**src/rtl/alu_sequencer.sv**
```systemverilog
// alu_sequencer
//   Multi-cycle controller for the 8-bit ALU. It accepts one request at a time
//   over valid/ready, loads the ALU B register when needed, runs the op with
//   the ALU output enabled, captures result and flags, and holds them for a
//   downstream consumer under a second valid/ready handshake.
//
// Ports
//   i_clk, i_reset        clock (rising edge), async active-high reset
//   i_valid/o_ready       request handshake; i_op, i_a, i_b request payload
//   o_a, o_b, o_bWr       ALU A operand, B-register load value and strobe
//   o_oe, o_subShiftDir,
//   o_aluOp               ALU output enable and operation select
//   i_y                   ALU result bus
//   o_resultValid/
//   i_resultReady         result handshake
//   o_result, o_negative,
//   o_zero, o_writeback   captured result and flags
module alu_sequencer (
  input  logic       i_clk,
  input  logic       i_reset,
  input  logic       i_valid,
  output logic       o_ready,
  input  logic [2:0] i_op,
  input  logic [7:0] i_a,
  input  logic [7:0] i_b,
  output logic [7:0] o_a,
  output logic [7:0] o_b,
  output logic       o_bWr,
  output logic       o_oe,
  output logic       o_subShiftDir,
  output logic [1:0] o_aluOp,
  input  logic [7:0] i_y,
  output logic       o_resultValid,
  input  logic       i_resultReady,
  output logic [7:0] o_result,
  output logic       o_negative,
  output logic       o_zero,
  output logic       o_writeback
);

  localparam logic [2:0] OP_ADD = 3'b000;
  localparam logic [2:0] OP_SUB = 3'b001;
  localparam logic [2:0] OP_AND = 3'b010;
  localparam logic [2:0] OP_XOR = 3'b011;
  localparam logic [2:0] OP_SHL = 3'b100;
  localparam logic [2:0] OP_SHR = 3'b101;
  localparam logic [2:0] OP_CMP = 3'b110;
  localparam logic [2:0] OP_NOT = 3'b111;

  typedef enum logic [1:0] {S_IDLE, S_LOAD_B, S_EXEC, S_DONE} state_t;

  state_t     state_q, state_d;
  logic [2:0] op_q;
  logic [7:0] a_q, b_q;
  logic [7:0] bcache_q;
  logic       bcache_vld_q;
  logic [7:0] res_q;
  logic       neg_q, zero_q, wb_q;

  logic       accept;
  logic [7:0] eff_b;
  logic       hit;

  // NOT is run as XOR against all-ones, so its B operand is forced to FF.
  assign eff_b  = (i_op == OP_NOT) ? 8'hFF : i_b;
  // Full 8-bit compare, including shift bits [7:3] that the ALU ignores.
  assign hit    = bcache_vld_q && (eff_b == bcache_q);
  assign accept = i_valid && o_ready;

  // State register
  always_ff @(posedge i_clk or posedge i_reset) begin
    if (i_reset) state_q <= S_IDLE;
    else         state_q <= state_d;
  end

  // Next-state logic
  always_comb begin
    state_d = state_q;
    case (state_q)
      S_IDLE:   if (accept) state_d = hit ? S_EXEC : S_LOAD_B;
      S_LOAD_B: state_d = S_EXEC;
      S_EXEC:   state_d = S_DONE;
      S_DONE: begin
        if (i_resultReady) begin
          if (accept) state_d = hit ? S_EXEC : S_LOAD_B;
          else        state_d = S_IDLE;
        end
      end
      default:  state_d = S_IDLE;
    endcase
  end

  // Output logic; ALU controls are zero whenever their state is not active.
  always_comb begin
    o_ready       = (state_q == S_IDLE) || ((state_q == S_DONE) && i_resultReady);
    o_a           = 8'h00;
    o_b           = 8'h00;
    o_bWr         = 1'b0;
    o_oe          = 1'b0;
    o_aluOp       = 2'b00;
    o_subShiftDir = 1'b0;
    o_resultValid = (state_q == S_DONE);
    case (state_q)
      S_LOAD_B: begin
        o_b   = b_q;
        o_bWr = 1'b1;
      end
      S_EXEC: begin
        o_a  = a_q;
        o_oe = 1'b1;
        case (op_q)
          OP_ADD: begin o_aluOp = 2'b00; o_subShiftDir = 1'b0; end
          OP_SUB,
          OP_CMP: begin o_aluOp = 2'b00; o_subShiftDir = 1'b1; end
          OP_AND: begin o_aluOp = 2'b01; o_subShiftDir = 1'b0; end
          OP_XOR,
          OP_NOT: begin o_aluOp = 2'b10; o_subShiftDir = 1'b0; end
          OP_SHL: begin o_aluOp = 2'b11; o_subShiftDir = 1'b1; end
          OP_SHR: begin o_aluOp = 2'b11; o_subShiftDir = 1'b0; end
          default: begin o_aluOp = 2'b00; o_subShiftDir = 1'b0; end
        endcase
      end
      default: ;
    endcase
  end

  // Request latch, B cache and result capture
  always_ff @(posedge i_clk or posedge i_reset) begin
    if (i_reset) begin
      op_q         <= 3'b000;
      a_q          <= 8'h00;
      b_q          <= 8'h00;
      bcache_q     <= 8'h00;
      bcache_vld_q <= 1'b0;
      res_q        <= 8'h00;
      neg_q        <= 1'b0;
      zero_q       <= 1'b0;
      wb_q         <= 1'b0;
    end else begin
      if (accept) begin
        op_q <= i_op;
        a_q  <= i_a;
        b_q  <= eff_b;
      end
      if (state_q == S_LOAD_B) begin
        bcache_q     <= b_q;
        bcache_vld_q <= 1'b1;
      end
      if (state_q == S_EXEC) begin
        res_q  <= i_y;
        neg_q  <= i_y[7];
        zero_q <= (i_y == 8'h00);
        wb_q   <= (op_q != OP_CMP);
      end
    end
  end

  assign o_result    = res_q;
  assign o_negative  = neg_q;
  assign o_zero      = zero_q;
  assign o_writeback = wb_q;

endmodule

```
**config.mk**
```make
export PLATFORM = sky130hd
export DESIGN_NAME = alu_sequencer
export DESIGN_NICKNAME = d
export VERILOG_FILES = /design/src/rtl/alu_sequencer.sv
export SDC_FILE = /design/constraint.sdc
export NUM_CORES = 1
export LEC_CHECK = 0
export ABC_AREA = 0
export CAP_MARGIN = 20
export CORE_MARGIN = 3
export CORE_UTILIZATION = 25
export CTS_BUF_LIST = sky130_fd_sc_hd__clkbuf_8
export CTS_CLUSTER_SIZE = 12
export DETAILED_ROUTE_END_ITERATION = 10
export MAX_ROUTING_LAYER = met4
export PLACE_DENSITY = 0.58
export SLEW_MARGIN = 20
export SYNTH_ARGS = -nofsm -noshare
export SYNTH_HDL_FRONTEND = slang
export SYNTH_SLANG_ARGS = --single-unit
```
**constraint.sdc**
```tcl
create_clock -name i_clk -period 4.5 [get_ports i_clk]
set_input_delay 0.9 -clock i_clk [delete_from_list [all_inputs] [get_ports i_clk]]
set_output_delay 0.9 -clock i_clk [all_outputs]
set_load 0.03 [all_outputs]
```
==> run metrics, run 1 <==
leakage=0.001154 uW; status=finished, final reports clean; sequential share of the synthesized area=0.5232; syn_area_per_cell=between 10 and 15 um2; Ports=65; fin area=between 0.002 and 0.003 mm2; Placed Area=0.002649 mm2; clock sink count=40; All-Layer GR Usage=0.1192; fin. max-slew vios=0; gp weighted congestion=slightly below 0.7; RSZ-0062 raised after global routing=no; Max VDD drop=about 240 uV; Critical Path RT=between 3 and 4 ns; number of setup violations in the final report=0; Clock Root Buffer=clkbuf_8; deepest clock path buffer count=2; num rows=31; number of vias per cell=roughly 4.4; ys async rst share=1.000; fin crit share=0.7499; drt drc=0; Max-slew headroom=0.4685; Core ar.=approximately 0.0073 mm2; Die Y=a little over 90 um; TritonCTS clock tree=done; initial antenna violation count=0; Synth Flop Type=dfrtp_1; Setup CP Type=reg -> out; CTS buffer count=5; first-pass GRT wire length=around 8000 um; routed length per placed instance=13.03 um; syn nets=221; # fillers=746; number of global-route vias before repair=~1600; Max Fclk=approximately 300 MHz; via count=between 1500 and 2000; die footprint=~0.0087 mm2; Fin. Hold Viols=0; Post-synth EDFFs=0; Critical Path AT=around 2.5 ns; Gate Count Post-Synth=between 150 and 200; drt total wl=between 4000 and 5000 um; share of layout cells above drive strength 1=0.1176; Synth Cell Area=0.001913 mm2; crit path capture type=output port; Min Clock Period, post-route=~3.4 ns; Max-Cap Viols=0; post-DP HPWL=around 3400 um; Post-DRT Antenna Nets=0; clock slew at reported path FFs=about 0.07 ns; diode count=0; Hold Path Class=reg -> reg; Clk Latency, worst-skew pair=slightly below 0.3 ns; Crit Path Max Fanout=19; post-synthesis sequential element count=40; cell area power density=approximately 690 mW/mm2; Final Skew=roughly 0.0046 ns; Area Overhead vs Synth=42.51%; Port Buffers=64; Worst R2R Setup Slack=between 2 and 3 ns; Initial Util=0.2610; synthesis warning total=0; startpoint class of the critical path=register; pin count of the biggest net entering global routing=28; total setup buffers inserted after CTS=0; number of distinct library cells after synthesis=39; grt ovf=0; 1st-iter DRT viols=67; post-cts resize count=0; actual slew at the worst max-slew pin=between 0.7 and 0.8 ns; H-tree depth=2; Pre-antenna DRT Iters=4; nets@finish=~290; Hold Buf Count CTS=0; Die X=roughly 93 um; setup TNS=0 ns
[cell type report]
cell class                 count  area (um2)  area share
clock inverter                 2       8.758    0.003212
tap                           99       123.9     0.04543
clock buffer                   5       68.82     0.02524
inverter                       5       18.77    0.006884
multi-input combinational    137       849.6      0.3116
sequential                    40        1001      0.3671
timing repair buffer          66       655.6      0.2405
[power by group]
part | switching (uW) | total [uW] | internal, uW | leakage, uW
clock network | 118 | 221 | 103 | 0.0000452
registers | 117 | 650 | 533 | 0.000479
logic | 548 | 1000 | 456 | 0.000630
total | 782 | 1870 | 1090 | 0.00115
[layout by cell type, fill, tap and decap left out, types with 3 or more instances in the layout]
cell and n:
a21oi_1 4, and2_1 18, clkbuf_8 5, clkdlybuf4s50_1 64, dfrtp_1 40, inv_1 6
mux2_2 19, nand2_1 39, nand2b_1 4, nor2_1 9, nor2b_1 3, nor4_1 3
o21ai_0 11
[sequential cells by signal (all words and copies together) (netlist names)]
| signal | cells |
|---|---|
| a_q | 8 |
| b_q | 8 |
| bcache_q | 8 |
| o_result | 8 |
| op_q | 3 |
| state_q | 2 |
| bcache_vld_q | 1 |
| o_writeback | 1 |
| o_zero | 1 |
[layer usage]
layer | global-route usage | vias to the layer above | share of wire
li1 | - | 770 | -
met1 | 0.1540 | 729 | 0.47
met2 | 0.1811 | 41 | 0.46
met3 | 0.03218 | 7 | 0.057
met4 | 0.04029 | 0 | 0.013
met5 | - | - | 0
[cells in the mapped netlist, types with 2 or more instances]
cell type  instances  area, um2
dfrtp_1           40       1001
nand2_1           39      146.4
mux2_2            19      214.0
and2_1            18      112.6
o21ai_0           11      55.05
nor2_1             9      33.78
inv_1              5      18.77
a21oi_1            4      20.02
clkbuf_1           4      15.01
nand2b_1           4      25.02
nor2b_1            3      18.77
nor4_1             3      18.77
and3_1             2      12.51
buf_2              2      10.01
nand3_1            2      10.01
xor2_1             2      17.52
[path summary, 6_finish.rpt]
path                                    end  depth (start not counted)        start
worst max-delay path                 o_a[7]                          4   state_q[0]
max in group asynchronous        state_q[1]                          3      i_reset
worst min-delay path            o_result[4]                          2  o_result[4]
min in group asynchronous            b_q[5]                          2      i_reset
worst max register to register      op_q[2]                          5   state_q[0]
worst min register to register  o_result[4]                          2  o_result[4]
[metrics by stage]
step,hold WS (ns),setup slack [ns],power [uW],instances,utilization
floorplan,0.4404,2.003,1299,190,-
finish,0.4753,1.125,1874,354,0.3719
global placement,0.4573,1.214,1660,347,0.3613
CTS,0.4791,1.058,1908,354,0.3719
global route,0.5139,0.8667,2032,354,0.3719
detailed placement,0.4599,1.138,1675,347,0.3613
[worst max-delay path: stages (launching register included)]
cell and delay, ns:
dfrtp_1 0.42, nand2b_1 0.38, inv_1 0.52, and2_1 0.21, clkdlybuf4s50_1 0.67
[cell families (layout without fill, tap and decap cells)]
| kind of cell | count (synthesis) | after routing | synth area share |
|---|---|---|---|
| and+or+nand+nor | 88 | 88 | 0.2283 |
| DFF | 40 | 40 | 0.5232 |
| AOI/OAI and AO/OA | 27 | 27 | 0.09026 |
| buffers and inverters | 13 | 78 | 0.03270 |
| muxes | 19 | 19 | 0.1118 |
| xor gates and xnor gates | 3 | 3 | 0.01374 |
Note: power is estimated with default switching activity, not from simulation.
==> run 2: changes to the inputs <==
==> constraint.sdc (replaced) <==
create_clock -name i_clk -period 3.36 [get_ports i_clk]
set_input_delay 0.672 -clock i_clk [delete_from_list [all_inputs] [get_ports i_clk]]
set_output_delay 0.672 -clock i_clk [all_outputs]
set_load 0.03 [all_outputs]
==> run 2 against run 1 <==
Against the previous run: final cell count grew 0.85%; cell area grew 2.3%; power grew 43%; clock-buffer cell count grew 2; non-clock buffer count grew 2; routed wire length grew 3.5%.
==> run metrics, run 2 (synthesis results as in run 1) <==
Initial Util=0.2610; Max Fclk=between 300 and 400 MHz; number of global-route vias before repair=between 1500 and 2000; Worst R2R Setup Slack=about 1.6 ns; via count=around 1600; Setup CP Type=in -> out; crit path capture type=output port; drt drc=0; commonest non-fill, non-tap cells in the layout=64 x clkdlybuf4s50_1, 40 x dfrtp_1, 39 x nand2_1; Die X=between 90 and 100 um; reg2reg start=bcache_q[1]; TritonCTS clock tree=done; Area Overhead vs Synth=45.85%; Hold Buf Count CTS=0; RR Endpoint=state_q[1]; Max-slew headroom=0.6392; Crit Path Max Fanout=3; Max VDD drop=roughly 280 uV; # fillers=approximately 720; Die Y=93.48 um; RSZ-0062 raised after global routing=no; post-cts resize count=0; initial antenna violation count=0; Ports=65; Critical Path AT=approximately 2.2 ns; most common cell after layout, fill and taps aside=clkdlybuf4s50_1; fin area=0.002790 mm2; Clk Latency, worst-skew pair=between 0.2 and 0.3 ns; Core ar.=~0.0073 mm2; pin count of the biggest net entering global routing=between 40 and 50; fin. max-slew vios=0; crit path to=o_ready; deepest clock path buffer count=2; startpoint class of the critical path=primary input; clock slew at reported path FFs=approximately 0.08 ns; All-Layer GR Usage=0.1213; number of setup violations in the final report=0; Port Buffers=64; Critical Path RT=around 2.7 ns; Post-DRT Antenna Nets=0; Min Clock Period, post-route=a little under 3 ns; diode count=0; Clock Root Buffer=clkbuf_8; share of layout cells above drive strength 1=0.1318; number of vias per cell=around 4.4; met3 wire len=about 240 um; routed length per placed instance=roughly 13 um; Hold Path Class=reg -> reg; H-tree depth=2; met2 WL=roughly 2200 um; fin util=0.3806; M1 wire length=between 2000 and 2500 um; grt ovf=0; die footprint=roughly 0.0087 mm2; Reg2Reg Depth=5; cell area power density=between 900 and 1000 mW/mm2; fin crit share=0.8622; 1st-iter DRT viols=64; gp weighted congestion=0.7489; setup TNS=0 ns; Placed Area=0.002664 mm2; CTS buffer count=5; clock sink count=40; leakage=between 0.001 and 0.0015 uW; Fin. Hold Viols=0; actual slew at the worst max-slew pin=between 0.5 and 0.6 ns; status=finished, final reports clean; total setup buffers inserted after CTS=0; drt total wl=4772 um; Pre-antenna DRT Iters=4; critical path startpoint=i_resultReady; Final Skew=0.004706 ns; Max-Cap Viols=0; num rows=31; top sig layer=met4; first-pass GRT wire length=between 8000 and 9000 um; post-DP HPWL=between 3000 and 4000 um; nets@finish=around 290
[run 2: per-stage QoR]
step	hold WS [ns]	setup WS, ns	instances	power [uW]
2_1_floorplan	0.4404	1.091	190	1739
3_3_place_gp	0.4561	0.4790	349	2246
3_5_place_dp	0.4629	0.4633	349	2270
4_1_cts	0.4805	0.4560	357	2712
5_1_grt	0.5119	0.4061	357	2875
6_report	0.4817	0.4631	357	2672
[run 2: final cells by class]
class / instances / area [um2] / area share
timing repair buffer: 68 / 670.6 / 0.2404
clock buffer: 7 / 96.34 / 0.03453
multi-input combinational: 137 / 849.6 / 0.3045
clock inverter: 1 / 30.03 / 0.01076
inverter: 5 / 18.77 / 0.006726
tap: 99 / 123.9 / 0.04439
sequential: 40 / 1001 / 0.3587
[run 2: power by group]
part / switching [uW] / internal [uW] / leakage, uW / total [uW]
clock: 166 / 262 / 0.0000645 / 428
sequential: 162 / 714 / 0.000479 / 876
combinational: 742 / 626 / 0.000639 / 1370
[run 2: worst min-delay path by stage]
stage | startpoint | to | cells past startpoint
floorplan | bcache_vld_q | bcache_vld_q | 1
global placement | bcache_vld_q | bcache_vld_q | 1
detailed placement | bcache_vld_q | bcache_vld_q | 1
CTS | bcache_vld_q | bcache_vld_q | 1
global route | a_q[4] | a_q[4] | 1
finish | o_result[4] | o_result[4] | 2
[run 2: worst max-delay path, cell delays in order]
cell	delay, ns
clkdlybuf4s50_1	0.46
nand2_1	0.08
a21oi_1	0.27
clkdlybuf4s50_1	0.74
[run 2: metal layers]
metal  up-vias  track usage
met5         -            -
met4         0      0.03663
met2        43       0.1942
met1       751       0.1523
li1        775            -
met3         5      0.02896
==> RTL change 1 (config.mk and constraints of run 2) <==
The 4 states of `state_t` get a one-hot encoding in 4 bits.
--- a/src/rtl/alu_sequencer.sv
+++ b/src/rtl/alu_sequencer.sv
@@ -47,7 +47,7 @@
   localparam logic [2:0] OP_CMP = 3'b110;
   localparam logic [2:0] OP_NOT = 3'b111;
 
-  typedef enum logic [1:0] {S_IDLE, S_LOAD_B, S_EXEC, S_DONE} state_t;
+  typedef enum logic [3:0] {S_IDLE = 4'b0001, S_LOAD_B = 4'b0010, S_EXEC = 4'b0100, S_DONE = 4'b1000} state_t;
 
   state_t     state_q, state_d;
   logic [2:0] op_q;
Check against the original RTL: no difference found for any inputs over 10 cycles, from zero or initial values and one cycle with i_reset high; not proved beyond that.
==> RTL change 1 against run 2 <==
Design area rose by 1.4%; routed wire length fell by 2.6%; power fell by 17%; worst setup slack got worse by 0.23 ns; first-iteration DRC count fell by 39%; final cell count rose by 0.56%; sequential cell count rose by 2; synthesized area rose by 4.3%; worst hold slack got worse by 0.014 ns; critical endpoint is now o_a[1].
==> RTL change 1: results <==
group,metric,value,unit
status,status,"complete, no violations",
route,drt-wirelength-per-cell,12.9,µm
pwr,peakVddDrop,191,µV
logic_synthesis,synth_cell_type_count,41,
critical_path,reg2reg_to,"op_q[1]",
grt,grt_max_degree,29,
finish,final_cells,359,
finish,nets,290,
critical_path,path_max_fanout,21,
critical_path,critPathArrivalTime,2.46,ns
critical_path,rrSetupSlack,1.63,ns
pwr,p_leak,1.19,nW
route,vias,1575,
placement,dp_cells,351,
logic_synthesis,ys_top_cells_by_area,"dfrtp_1 (51%), mux2_2 (9.0%), nand2_1 (7.1%), and2_1 (5.0%), o21ai_0 (2.3%)",
timing,fin_skew,0.00153,ns
logic_synthesis,netlist_top_cells_count,"dfrtp_1 (41), nand2_1 (38), and2_1 (16), mux2_2 (16), nor2_1 (11)",
placement,gp_congestion,0.693,
logic_synthesis,synth_fp_nets,225,
placement,post-place-ws,0.317,ns
critical_path,setup.worst_path.start,"state_q[2]",
critical_path,r2r_cells,4,
placement,dp_hpwl,3440,µm
logic_synthesis,synth_cells,194,
logic_synthesis,seq_area_frac_synth,52.7,%
grt,grt_pass1_wl,7590,µm
critical_path,rr_startpoint,"state_q[0]",
finish,nFillCells,746,
finish,drive_above_1_share,14.2,%
timing,slew_headroom,52.7,%
pwr,internal_power,1.40,mW
critical_path,cp-endpoint,"o_a[1]",
## RTL change 1: cell types whose count changed after synthesis, sizes merged, moves of 3 or more
| cell | change |
|---|---|
| mux2 | -3 |
| inv | +4 |
| o21ai | -3 |
| buf | +3 |
## RTL change 1: how the worst min path moves through the flow
| stage | from | cells after the start | slack, ns | endpoint |
|---|---|---|---|---|
| floorplan | bcache_vld_q | 1 | 0.44 | bcache_vld_q |
| global placement | b_q[5] | 2 | 0.45 | b_q[5] |
| detailed placement | bcache_vld_q | 1 | 0.46 | bcache_vld_q |
| CTS | bcache_vld_q | 1 | 0.48 | bcache_vld_q |
| global route | o_zero | 2 | 0.49 | o_zero |
| finish | bcache_vld_q | 1 | 0.47 | bcache_vld_q |
## RTL change 1: cell families (layout without fill, tap and decap cells)
| family | count (synthesis) | count (layout) | share of synthesized area (%) |
|---|---|---|---|
| AOI/OAI and AO/OA | 29 | 29 | 10.4 |
| DFF | 42 | 42 | 52.7 |
| buffers and inverters | 19 | 85 | 5.08 |
| xor gates and xnor gates | 2 | 2 | 0.878 |
| muxes | 17 | 17 | 9.53 |
| and+or+nand+nor | 85 | 85 | 21.4 |
## RTL change 1: critical path: stages, from the launching register on
cell and delay, ns:
dfrtp_1 0.48, inv_2 0.05, or4_1 0.55, clkinv_2 0.24, and2_1 0.18, clkdlybuf4s50_1 0.67
## RTL change 1: per-layer routing
layer	track usage, %	part of all wire, %	vias to the layer above	routed length (µm)
li1	-	-	780	-
met5	-	0	-	0
met1	14.1	46	759	2150
met3	2.60	5.1	4	237
met4	3.25	1.1	0	50
met2	17.5	48	32	2210
## RTL change 1: power by group through the flow
stage | logic, mW | clock network [mW] | registers (mW)
after floorplan | 0.529 | 0 | 1.01
after global placement | 0.930 | 0 | 0.917
after detailed placement | 0.947 | 0 | 0.926
after CTS | 0.947 | 0.395 | 0.917
after global routing | 1.01 | 0.409 | 0.956
final | 0.932 | 0.378 | 0.912
## RTL change 1: cell type report
class,instances,area share (%)
clock buffer,8,3.89
timing repair buffer,67,23.4
multi-input combinational,133,29.8
inverter,10,1.37
tap,99,4.38
sequential,42,37.2
## RTL change 1: per-stage QoR
step           power (mW)  hold WS [ns]  cell area (µm²)  utilization [%]
3_5_place_dp         1.87         0.456             2720             36.3
5_1_grt              2.38         0.494             2830             37.8
4_1_cts              2.26         0.476             2830             37.8
3_3_place_gp         1.85         0.453             2720             36.3
6_report             2.22         0.468             2830             37.8
2_1_floorplan        1.54         0.439             2000                -
==> RTL change 2 (settings of run 2) <==
Made on the original files. Make the reset (`i_reset`) synchronous in 2 clocked blocks. Comments in the files are not updated.
--- a/src/rtl/alu_sequencer.sv
+++ b/src/rtl/alu_sequencer.sv
@@ -68,7 +68,7 @@
   assign accept = i_valid && o_ready;
 
   // State register
-  always_ff @(posedge i_clk or posedge i_reset) begin
+  always_ff @(posedge i_clk) begin
     if (i_reset) state_q <= S_IDLE;
     else         state_q <= state_d;
   end
@@ -125,7 +125,7 @@
   end
 
   // Request latch, B cache and result capture
-  always_ff @(posedge i_clk or posedge i_reset) begin
+  always_ff @(posedge i_clk) begin
     if (i_reset) begin
       op_q         <= 3'b000;
       a_q          <= 8'h00;
Function: differs if i_reset is asserted again (counterexample within 4 cycles, from zero or initial values and one cycle with i_reset high); with i_reset held inactive, the same outputs for 10 cycles.
==> RTL change 2 against run 2 <==
Critical endpoint is now o_subShiftDir; largest cell class is now multi-input combinational cells; worst hold slack worse by 0.027 ns; worst setup slack worse by 0.12 ns; synthesized area down 0.33%; sequential cell count up 3; highest routed layer unchanged; design area down 2.6%; synthesized cell count up 26%; via count up 11%; utilization down 1.0 points; routed wire length down 4.2%; non-clock buffer count up 1; die area down 0.30%.
Power is not compared: it rests on default switching activity, and its combinational part moved more than twofold at a synthesized area within 25%.
==> RTL change 2: results <==
group,metric,value,unit
grt,grt_pass1_vias,1650,
cts,htree_levels,2,
finish,n_all_buffers,69,
placement,dp_cells,393,
logic_synthesis,ys_warn_count,0,
finish,buffer_area_share,25.0,%
finish,drive_above_1_share,7.62,%
die,fp-row-count,31,
critical_path,path_max_fanout,15,
logic_synthesis,seq_area_frac_synth,45.1,%
route,antenna_left,0,
critical_path,setup.worst_path.start,"state_q[1]",
finish,nets,332,
placement,placed_area,2630,µm²
grt,grtUsageTotal,11.2,%
finish,nFillCells,739,
critical_path,cpPeakStageDelay,0.68,ns
timing,slew_headroom,61.0,%
critical_path,rrSetupSlack,1.50,ns
pwr,peakVddDrop,147,µV
grt,grt_max_degree,19,
finish,seq_share,31.7,%
cts,insertion_delay,0.30,ns
logic_synthesis,synth_fp_nets,271,
cts,cts_resized,0,
placement,dp_hpwl,3400,µm
timing,fin_skew,0.00834,ns
worst_hold_path,hold_path_startpoint,"a_q[0]",
critical_path,critPathArrivalTime,2.34,ns
pwr,p_leak,1.04,nW
logic_synthesis,synth_async_sr_flop_share,0,%
finish,n_all_inverters,12,
finish,multi_input_area,920,µm²
finish,clkbuf_count,5,
worst_hold_path,holdPathEnd,"a_q[0]",
route,wirelength,4570,µm
placement,gp_congestion,0.741,
grt,grt_pass1_wl,7570,µm
status,status,"complete, no violations",
route,vias,1752,
logic_synthesis,netlist_top_cells_count,"nand2_1 (57), dfxtp_1 (43), a21oi_1 (29), nor2_1 (22)",
finish,comb.multi_input.count,170,
cts,clkSinkCount,43,
critical_path,cp-endpoint,"o_subShiftDir",
finish,clock_area_share,3.27,%
timing,whs,0.454,ns
finish,fin_util,37.1,%
logic_synthesis,synth_cells,240,
logic_synthesis,ys_top_cells_by_area,"dfxtp_1 (45%), nand2_1 (11%), a21oi_1 (7.6%), nor2_1 (4.3%), and2_1 (3.9%)",
route,drt-vias-per-instance,4.37,
route,drt_iter0_markers,46,
timing,fin_ws,0.346,ns
placement,post-place-ws,0.511,ns
logic_synthesis,synth_cell_type_count,41,
RTL change 2: worst min-delay path, delay by kind of cell, from the launching register on:
kind	cells	cell delay [ns]
flops	1	0.31
simple gates	1	0.05
compound gates	1	0.05
RTL change 2: kinds of logic (layout without fill, tap and decap cells):
kind of cell           count (synthesis)  count (layout)  synth area share, %
AO/OA/AOI/OAI                         51              51                 17.0
XOR/XNOR                               5               5                 2.30
buffers and inverters                 27              89                 6.63
flip-flops                            43              43                 45.1
multiplexers                           3               3                 1.90
AND/OR/NAND/NOR                      111             111                 27.0
RTL change 2: power by group:
group	switching (mW)	internal, mW
sequential	0.0192	0.546
combinational	0.132	0.110
clock	0.183	0.145
total	0.335	0.801
RTL change 2: layer usage:
metal	up-vias	global-route usage [%]	share of wire, %
li1	912	-	-
met1	774	14.3	48
met2	60	17.1	44
met3	6	3.06	7.3
met4	0	3.66	1.3
met5	-	-	0
